[src/rtl/wb_single_master_engine_if.sv]
// wb_single_master_engine_if
// Wishbone B4 classic bus bundle between the single-master engine and a slave
// or interconnect.
//   wb_adr, wb_cti, wb_bte, wb_sel, wb_we, wb_dat_w, wb_cyc, wb_stb : master -> slave
//   wb_dat_r, wb_ack, wb_err                                        : slave -> master
// Modports: master (engine side), slave (target side).
interface wb_single_master_engine_if #(
  parameter int ADDR_WIDTH = 32,
  parameter int DATA_WIDTH = 32
);
  logic [ADDR_WIDTH-1:0]   wb_adr;
  logic [2:0]              wb_cti;
  logic [1:0]              wb_bte;
  logic [DATA_WIDTH/8-1:0] wb_sel;
  logic                    wb_we;
  logic [DATA_WIDTH-1:0]   wb_dat_w;
  logic                    wb_cyc;
  logic                    wb_stb;
  logic [DATA_WIDTH-1:0]   wb_dat_r;
  logic                    wb_ack;
  logic                    wb_err;

  modport master (
    output wb_adr, wb_cti, wb_bte, wb_sel, wb_we, wb_dat_w, wb_cyc, wb_stb,
    input  wb_dat_r, wb_ack, wb_err
  );

  modport slave (
    input  wb_adr, wb_cti, wb_bte, wb_sel, wb_we, wb_dat_w, wb_cyc, wb_stb,
    output wb_dat_r, wb_ack, wb_err
  );
endinterface

[src/rtl/wb_single_master_engine.sv]
// wb_single_master_engine
// Single-outstanding Wishbone B4 classic master. A request accepted on the
// valid/ready port becomes exactly one registered bus cycle; termination
// (ack or err) produces a one-cycle rsp_valid pulse, with read data captured.
//
// Ports:
//   clk, rstn            clock, synchronous active-low reset
//   req_valid/req_ready  request handshake (ready = IDLE and out of reset)
//   req_addr/cti/bte/sel/we/wdata  request fields, sampled only at acceptance
//   rsp_valid, rsp_err   one-cycle completion pulse and its error flag
//   rsp_rdata            last captured read data
//   bus                  Wishbone master modport (all outputs registered)
//
// Optional feature macro: WBM_TIMEOUT_EN
//   When defined, a bus cycle waiting TIMEOUT_CYCLES cycles without ack/err is
//   terminated as an error. When undefined, BUSY waits indefinitely.
module wb_single_master_engine #(
  parameter int ADDR_WIDTH     = 32,
  parameter int DATA_WIDTH     = 32,
  parameter int TIMEOUT_CYCLES = 256
) (
  input  logic                    clk,
  input  logic                    rstn,
  input  logic                    req_valid,
  output logic                    req_ready,
  input  logic [ADDR_WIDTH-1:0]   req_addr,
  input  logic [2:0]              req_cti,
  input  logic [1:0]              req_bte,
  input  logic [DATA_WIDTH/8-1:0] req_sel,
  input  logic                    req_we,
  input  logic [DATA_WIDTH-1:0]   req_wdata,
  output logic                    rsp_valid,
  output logic                    rsp_err,
  output logic [DATA_WIDTH-1:0]   rsp_rdata,
  wb_single_master_engine_if.master bus
);

  typedef enum logic {IDLE, BUSY} state_t;

  state_t                  state;
  logic                    reset_done;
  logic [ADDR_WIDTH-1:0]   adr_q;
  logic [2:0]              cti_q;
  logic [1:0]              bte_q;
  logic [DATA_WIDTH/8-1:0] sel_q;
  logic                    we_q;
  logic [DATA_WIDTH-1:0]   dat_w_q;
  logic                    cyc_q;
  logic                    stb_q;

  logic                    bus_term;
  logic                    timeout_hit;

  assign bus.wb_adr   = adr_q;
  assign bus.wb_cti   = cti_q;
  assign bus.wb_bte   = bte_q;
  assign bus.wb_sel   = sel_q;
  assign bus.wb_we    = we_q;
  assign bus.wb_dat_w = dat_w_q;
  assign bus.wb_cyc   = cyc_q;
  assign bus.wb_stb   = stb_q;

  // Ready depends only on state so a source may legally wait for ready
  // before raising valid.
  assign req_ready = (state == IDLE) && reset_done;

  assign bus_term = bus.wb_ack || bus.wb_err;

`ifdef WBM_TIMEOUT_EN
  localparam int CNT_W = (TIMEOUT_CYCLES > 1) ? $clog2(TIMEOUT_CYCLES) : 1;
  localparam logic [CNT_W-1:0] TIMEOUT_LAST = CNT_W'(TIMEOUT_CYCLES - 1);

  logic [CNT_W-1:0] timeout_cnt;

  // The counter holds the number of BUSY cycles already passed without
  // termination, so reaching TIMEOUT_LAST means this is the final allowed one.
  assign timeout_hit = (timeout_cnt == TIMEOUT_LAST);
`else
  logic unused_timeout_param;

  assign unused_timeout_param = (TIMEOUT_CYCLES == 0);
  assign timeout_hit          = 1'b0;
`endif

  always_ff @(posedge clk) begin
    if (!rstn) begin
      state      <= IDLE;
      reset_done <= 1'b0;
      adr_q      <= '0;
      cti_q      <= '0;
      bte_q      <= '0;
      sel_q      <= '0;
      we_q       <= 1'b0;
      dat_w_q    <= '0;
      cyc_q      <= 1'b0;
      stb_q      <= 1'b0;
      rsp_valid  <= 1'b0;
      rsp_err    <= 1'b0;
      rsp_rdata  <= '0;
`ifdef WBM_TIMEOUT_EN
      timeout_cnt <= '0;
`endif
    end else begin
      reset_done <= 1'b1;
      rsp_valid  <= 1'b0;
      rsp_err    <= 1'b0;

      case (state)
        IDLE: begin
          if (req_valid && req_ready) begin
            state   <= BUSY;
            adr_q   <= req_addr;
            cti_q   <= req_cti;
            bte_q   <= req_bte;
            sel_q   <= req_sel;
            we_q    <= req_we;
            dat_w_q <= req_we ? req_wdata : '0;
            cyc_q   <= 1'b1;
            stb_q   <= 1'b1;
`ifdef WBM_TIMEOUT_EN
            timeout_cnt <= '0;
`endif
          end
        end

        BUSY: begin
          if (bus_term || timeout_hit) begin
            state     <= IDLE;
            adr_q     <= '0;
            cti_q     <= '0;
            bte_q     <= '0;
            sel_q     <= '0;
            we_q      <= 1'b0;
            dat_w_q   <= '0;
            cyc_q     <= 1'b0;
            stb_q     <= 1'b0;
            rsp_valid <= 1'b1;
            // A real termination wins over a simultaneous timeout; a timeout
            // alone (no ack) is always reported as an error.
            rsp_err   <= bus.wb_err || !bus.wb_ack;
            if (bus_term && !we_q) begin
              rsp_rdata <= bus.wb_dat_r;
            end
          end
`ifdef WBM_TIMEOUT_EN
          else begin
            timeout_cnt <= timeout_cnt + 1'b1;
          end
`endif
        end

        default: state <= IDLE;
      endcase
    end
  end

endmodule

[src/flat_wrapper.sv]
// flat-port wrapper written by rule: the top's interface ports become plain ports
module wb_single_master_engine_flat 
#(
  parameter int ADDR_WIDTH     = 32,
  parameter int DATA_WIDTH     = 32,
  parameter int TIMEOUT_CYCLES = 256
)
  (clk, rstn, req_valid, req_ready, req_addr, req_cti, req_bte, req_sel, req_we, req_wdata, rsp_valid, rsp_err, rsp_rdata, bus_wb_adr, bus_wb_cti, bus_wb_bte, bus_wb_sel, bus_wb_we, bus_wb_dat_w, bus_wb_cyc, bus_wb_stb, bus_wb_dat_r, bus_wb_ack, bus_wb_err);
  wb_single_master_engine_if #(.ADDR_WIDTH(ADDR_WIDTH), .DATA_WIDTH(DATA_WIDTH)) bus_i ();
  input  logic clk;
  input  logic rstn;
  input  logic req_valid;
  output logic req_ready;
  input  logic [ADDR_WIDTH-1:0] req_addr;
  input  logic [2:0] req_cti;
  input  logic [1:0] req_bte;
  input  logic [DATA_WIDTH/8-1:0] req_sel;
  input  logic req_we;
  input  logic [DATA_WIDTH-1:0] req_wdata;
  output logic rsp_valid;
  output logic rsp_err;
  output logic [DATA_WIDTH-1:0] rsp_rdata;
  output wire logic [$bits(bus_i.wb_adr)-1:0] bus_wb_adr;
  output wire logic [$bits(bus_i.wb_cti)-1:0] bus_wb_cti;
  output wire logic [$bits(bus_i.wb_bte)-1:0] bus_wb_bte;
  output wire logic [$bits(bus_i.wb_sel)-1:0] bus_wb_sel;
  output wire logic [$bits(bus_i.wb_we)-1:0] bus_wb_we;
  output wire logic [$bits(bus_i.wb_dat_w)-1:0] bus_wb_dat_w;
  output wire logic [$bits(bus_i.wb_cyc)-1:0] bus_wb_cyc;
  output wire logic [$bits(bus_i.wb_stb)-1:0] bus_wb_stb;
  input wire logic [$bits(bus_i.wb_dat_r)-1:0] bus_wb_dat_r;
  input wire logic [$bits(bus_i.wb_ack)-1:0] bus_wb_ack;
  input wire logic [$bits(bus_i.wb_err)-1:0] bus_wb_err;
  assign bus_wb_adr = bus_i.wb_adr;
  assign bus_wb_cti = bus_i.wb_cti;
  assign bus_wb_bte = bus_i.wb_bte;
  assign bus_wb_sel = bus_i.wb_sel;
  assign bus_wb_we = bus_i.wb_we;
  assign bus_wb_dat_w = bus_i.wb_dat_w;
  assign bus_wb_cyc = bus_i.wb_cyc;
  assign bus_wb_stb = bus_i.wb_stb;
  assign bus_i.wb_dat_r = bus_wb_dat_r;
  assign bus_i.wb_ack = bus_wb_ack;
  assign bus_i.wb_err = bus_wb_err;
  wb_single_master_engine #(.ADDR_WIDTH(ADDR_WIDTH), .DATA_WIDTH(DATA_WIDTH), .TIMEOUT_CYCLES(TIMEOUT_CYCLES)) u_core (.clk(clk), .rstn(rstn), .req_valid(req_valid), .req_ready(req_ready), .req_addr(req_addr), .req_cti(req_cti), .req_bte(req_bte), .req_sel(req_sel), .req_we(req_we), .req_wdata(req_wdata), .rsp_valid(rsp_valid), .rsp_err(rsp_err), .rsp_rdata(rsp_rdata), .bus(bus_i));
endmodule
[config.mk]
export PLATFORM = sky130hd
export DESIGN_NAME = wb_single_master_engine_flat
export DESIGN_NICKNAME = d
export VERILOG_FILES = /design/src/rtl/wb_single_master_engine_if.sv /design/src/rtl/wb_single_master_engine.sv /design/src/flat_wrapper.sv
export SDC_FILE = /design/constraint.sdc
export NUM_CORES = 1
export LEC_CHECK = 0
export CAP_MARGIN = 20
export CORE_MARGIN = 3
export CORE_UTILIZATION = 51
export DETAILED_ROUTE_END_ITERATION = 16
export DONT_BUFFER_PORTS = 1
export PLACE_DENSITY_LB_ADDON = 0.2
export SLEW_MARGIN = 15
export SYNTH_ARGS = -nofsm -noshare
export SYNTH_HDL_FRONTEND = slang
export SYNTH_SLANG_ARGS = --single-unit
[constraint.sdc]
create_clock -name clk -period 2.35 [get_ports clk]
set_input_delay 0.3525 -clock clk [delete_from_list [all_inputs] [get_ports clk]]
set_output_delay 0.3525 -clock clk [all_outputs]
set_load 0.02 [all_outputs]
# Yosys cells after proc, flatten, opt, wreduce, memory -nomap -nowiden
# Index checks and enable logic that the tools add are counted.
classes:
  n_reduce_logical: 11
  muxes: 25
  bitwise_logic: 1
  eq_ne: 2
op_table:
  columns: ["operator", "count"]
  rows:
  - ["32-bit two-way mux", 4]
  - ["32-bit case mux with 2 select lines", 2]
  - ["4-bit two-way mux", 2]
  - ["4-bit case mux with 2 select lines", 1]
  - ["1-bit two-way mux", 7]
  - ["3-bit two-way mux", 2]
  - ["1-bit case mux with 2 select lines", 3]
  - ["3-bit case mux with 2 select lines", 1]
  - ["3-bit AND reduction", 2]
  - ["2-bit two-way mux", 2]
  - ["2-bit inequality test (second input constant)", 2]
  - ["2-bit case mux with 2 select lines", 1]
  - ["2-bit AND reduction", 2]
  - ["1-bit logical AND", 3]
  - ["1-bit logical NOT", 2]
  - ["1-bit logical OR", 2]
  - ["1-bit inverter", 1]
word_totals:
  wordCells: 51
  register_bits: 111
  out_inout_bits: 111
  inputBits: 111

# Logic depth before layout (Yosys ltp)
depth:
  ltp_word: 5
  ltp_mapped: 5
  depth_no_buf: 3

# Worst setup path after synthesis
# OpenSTA, ideal clock, no wires.
synth_path:
  path_type: "input port to flip-flop"
  startpoint: "input port rstn"
  endpoint: "register u_core.adr_q[10] (netlist: u_core.bus.wb_adr[10])"
  t_arrival_ps: 1193
  setup_slack_ps: 1098
  cell_stages: 5
  t_required_ps: 2291
  path_cell_list: "clkbuf_1 -> inv_2 -> nor2_1 -> buf_2 -> a22o_1"
synth_rtl:
  columns: ["element", "line", "text"]
  rows:
  - ["start, declared", "flat_wrapper.sv:11", "input logic rstn;"]
  - ["end signal, assigned", "wb_single_master_engine.sv:112", "adr_q <= req_addr;"]
  - ["end, declared", "wb_single_master_engine.sv:42", "logic [ADDR_WIDTH-1:0] adr_q;"]

# Final worst setup path
layout_path:
  startpoint: "register u_core.state"
  endpoint: "register u_core.adr_q[31] (netlist: u_core.bus.wb_adr[31])"
layout_via:
  elab_chain_len: 5
  word_cells_on_any_way: 7
  classes_between: "2 x eq/ne; 1 x mux; 1 x bitwise; 3 x reduce/logical"
layout_rtl:
  columns: ["element", "line", "text"]
  rows:
  - ["start, declared", "wb_single_master_engine.sv:40", "state_t state;"]
  - ["start signal, assigned", "wb_single_master_engine.sv:87", "state <= IDLE;"]
  - ["start signal, assigned", "wb_single_master_engine.sv:111", "state <= BUSY;"]
  - ["start signal, assigned", "wb_single_master_engine.sv:128", "state <= IDLE;"]
  - ["1-bit inverter", "wb_single_master_engine.sv:65, wb_single_master_engine.sv:108", null]
  - ["1-bit logical AND", "wb_single_master_engine.sv:65", "assign req_ready = (state == IDLE) && reset_done;"]
  - ["1-bit logical AND", "wb_single_master_engine.sv:110", "if (req_valid && req_ready) begin"]
  - ["2-bit inequality test (no source line)", null, null]
  - ["2-bit AND reduction (no source line)", null, null]
# Several ways; a longest one is shown, not always the timed one.
# A chain may end at the register's enable or synchronous reset.

==> results.sh <==
export IMPL_skew_ps=8.639
export IMPL_vias=2650
export IMPL_critPathLaunch="u_core.state"
export IMPL_synth_commonest_cells="111 x dfxtp_1, 65 x nand2_1, 41 x a22o_1, 36 x nor2_1"
export IMPL_pwr_share_clk=0.337
export IMPL_worst_pin_slew_ps=607.2
export IMPL_place_ws_ps=642.0
export IMPL_clock_latency_ps=360
export IMPL_die_h_um=92.93
export IMPL_drt_initial_drc_count=97
export IMPL_powerDensity_nw_per_um2=848.3
export IMPL_path_buf_inv=1
export IMPL_swShare=0.2539
export IMPL_clock_path_buffers=2
export IMPL_slew_headroom=0.5952
export IMPL_worstHoldPathCells=1
export IMPL_end_kind="flop"
export IMPL_period_share=0.7224
export IMPL_drc=0
export IMPL_htree_levels=3
export IMPL_syn_inst=362
export IMPL_yosysMostFrequentCell="dfxtp_1"
export IMPL_critical_path_class="flop to flop"
export IMPL_hp_class="input port to flop"
export IMPL_p_int_mw=2.557
export IMPL_r2r_start="u_core.state"
export IMPL_ioPinCount=222
export IMPL_first_pass_iters=4
export IMPL_rr_worst_depth=4
export IMPL_async_flop_share=0
export IMPL_yosys_area_top_type_share=0.5766
export IMPL_ys_ff_latch=111
export IMPL_power_leakage_nw=1.507
export IMPL_p_sw_mw=0.8701
export IMPL_cts_made_buffers=9
export IMPL_postCtsSetupRepairBufs=0
export IMPL_place_gp_congestion=0.7124
export IMPL_fill_cells=647
export IMPL_synth_area_leaders="dfxtp_1 58%, a22o_1 9.3%, mux2i_1 8.3%"
export IMPL_slowest_stage="nand3b_4"
export IMPL_ir_worst_vdd_mv=0.3957
export IMPL_synth_nets=473
export IMPL_final_util=0.5540
export IMPL_cts_root_buf="clkbuf_8"
export IMPL_cap_violations=0
export IMPL_cts_sinks=111
export IMPL_required_ps=2600
export IMPL_grt_pass1_wl_um=13170
export IMPL_cp_arrival_ps=1940
export IMPL_p_seq_frac=0.611
export IMPL_layout_setup_ws_ps=652.3
export IMPL_slew_viol_final=0
export IMPL_coreArea_sq_um=7292
export IMPL_hold_viol=0
export IMPL_syn_area_per_cell_sq_um=10.65
export IMPL_crit_family="simple AND/OR/NAND/NOR gates"
export IMPL_fin_nets=456
export IMPL_routed_top_layer="met5"
export IMPL_p_comb_frac=0.052
export IMPL_wl_per_cell_um=19.76
export IMPL_start_util=0.5285
export IMPL_cp_max_fo=41
export IMPL_grt_pass1_vias=2484
export IMPL_drt_wl_total_um=8874
export IMPL_rsz0062_at_grt="false"
export IMPL_setup_violations_final=0
export IMPL_clkTransAtPathRegs_ps=90
export IMPL_yosysSeqAreaShare=0.5766
export IMPL_io_buffers=0
export IMPL_netlist_area_sq_um=3854
export IMPL_ys_flop_type="dfxtp_1"
export IMPL_yosys_warnings=0
export IMPL_rrSetupSlack_ps=650
export IMPL_crit_path_end="u_core.bus.wb_adr[31]"
export IMPL_area_growth_pct=4.838
export IMPL_status="completed"
export IMPL_ant_nets=0
export IMPL_viasPerCell=5.902
export IMPL_antenna_found_initial=1
export IMPL_met1_length_um=3352
export IMPL_synth_largest_area_cell="dfxtp_1"
export IMPL_fmax_ghz=0.5890
export IMPL_hold_buffers=1
export IMPL_cp_num_cells=4
export IMPL_synth_cell_types=20
export IMPL_min_period_ps=1698
export IMPL_worst_r2r_endpoint="u_core.bus.wb_adr[31]"
export IMPL_die_w_um=92.93
export IMPL_overflow=0
export IMPL_power_mw=3.427
export IMPL_grt_use_total=0.1952
export IMPL_antennaDiodeCount=0
export IMPL_multi_input_area_sq_um=1435
export IMPL_finalSetupTns_ps=0
export IMPL_drive_gt1_frac=0.08000
export IMPL_path_cells="nand3b_4 -> and3_1 -> buf_4 -> a22o_1"
export IMPL_grt_max_degree=71
export IMPL_wl_met2_um=4201
export IMPL_num_rows=31
export IMPL_cts_tree="yes"
export IMPL_worst_path_largest_cell_delay_ps=420
export IMPL_cts_resized=0
export IMPL_wl_met3_um=1110
export IMPL_cp_start_kind="flop"
export IMPL_regArea_sq_um=2222
export IMPL_dp_hpwl_um=6112
export IMPL_synth_edf_count=0
export IMPL_die_area_sq_um=8635
-- flip-flops by register name, indices dropped and copies added (netlist names) --
name and count:
u_core.bus.wb_bte 2, u_core.rsp_valid 1, u_core.bus.wb_sel 4, u_core.reset_done 1
u_core.bus.wb_adr 32, u_core.rsp_rdata 32, u_core.state 1, u_core.bus.wb_we 1
u_core.bus.wb_dat_w 32, u_core.bus.wb_cti 3, u_core.rsp_err 1, u_core.bus.wb_cyc 1
-- final cells by class --
type,instances,area share
flip-flops and latches,111,0.5500
multi-input cells,216,0.3552
well taps,99,0.03066
clock inverters,6,0.01734
clock buffers,10,0.03407
inverters,1,0.0009291
repair buffers,6,0.01177
-- cells by family after synthesis --
logic type,synth area share
compound gates,0.1744
buf+inv,0.05324
flops,0.5766
mux,0.08312
simple gates,0.1127
-- metal layers --
layer | vias up | GRT usage
li1 | 1258 | -
met3 | 17 | 0.08448
met2 | 156 | 0.3137
met4 | 2 | 0.09035
met1 | 1217 | 0.2234
met5 | - | 0
-- through the flow --
step | cell area (sq um) | instances | hold slack (ps)
2_1_floorplan | 3854 | 362 | 380.2
3_3_place_gp | 3821 | 432 | 385.9
3_5_place_dp | 3821 | 432 | 384.5
4_1_cts | 4039 | 449 | 82.07
5_1_grt | 4040 | 449 | 94.54
6_report | 4040 | 449 | 102.4
-- power by group through the flow --
| stage | registers, mW | clock network, mW | logic (mW) |
|---|---|---|---|
| floorplan | 2.12 | 0 | 0.186 |
| global route | 2.10 | 1.25 | 0.202 |
| CTS | 2.10 | 1.18 | 0.181 |
| detailed placement | 2.14 | 0 | 0.180 |
| global placement | 2.14 | 0 | 0.171 |
| finish | 2.09 | 1.15 | 0.180 |
-- placed cells by master, fill, tap and decap left out --
| master | Yosys | layout |
|---|---|---|
| a22o_1 | 41 | 41 |
| a31o_2 | 1 | 1 |
| a31oi_1 | 1 | 1 |
| a32oi_1 | 32 | 32 |
| and3_1 | 2 | 2 |
| and4b_2 | 0 | 1 |
| buf_4 | 2 | 5 |
| bufinv_16 | 0 | 1 |
| clkbuf_8 | 0 | 10 |
| clkinv_2 | 0 | 1 |
| clkinv_4 | 0 | 4 |
| dfxtp_1 | 111 | 111 |
| dlygate4sd3_1 | 0 | 1 |
| inv_2 | 1 | 1 |
| mux2i_1 | 32 | 32 |
| nand2_1 | 65 | 65 |
| nand3b_4 | 1 | 1 |
| nor2_1 | 36 | 35 |
| nor2_2 | 1 | 1 |
| nor2_4 | 0 | 1 |
| nor2b_1 | 1 | 1 |
| o21ai_2 | 1 | 1 |
| o32ai_1 | 1 | 1 |
-- worst min-delay path by stage --
stage | startpoint | slack, ps | end
floorplan | rstn | 380 | u_core.reset_done
CTS | bus_wb_ack | 80 | u_core.state
detailed placement | rstn | 380 | u_core.reset_done
global placement | rstn | 390 | u_core.reset_done
finish | bus_wb_ack | 100 | u_core.state
global route | req_addr[2] | 90 | u_core.bus.wb_adr[2]
-- worst reg2reg max path, stage by stage, from the launching register on --
cell      delay (ps)
dfxtp_1          360
nand3b_4         420
and3_1           320
buf_4            250
a22o_1           240
No activity file was read; power rests on OpenSTA's default activity.
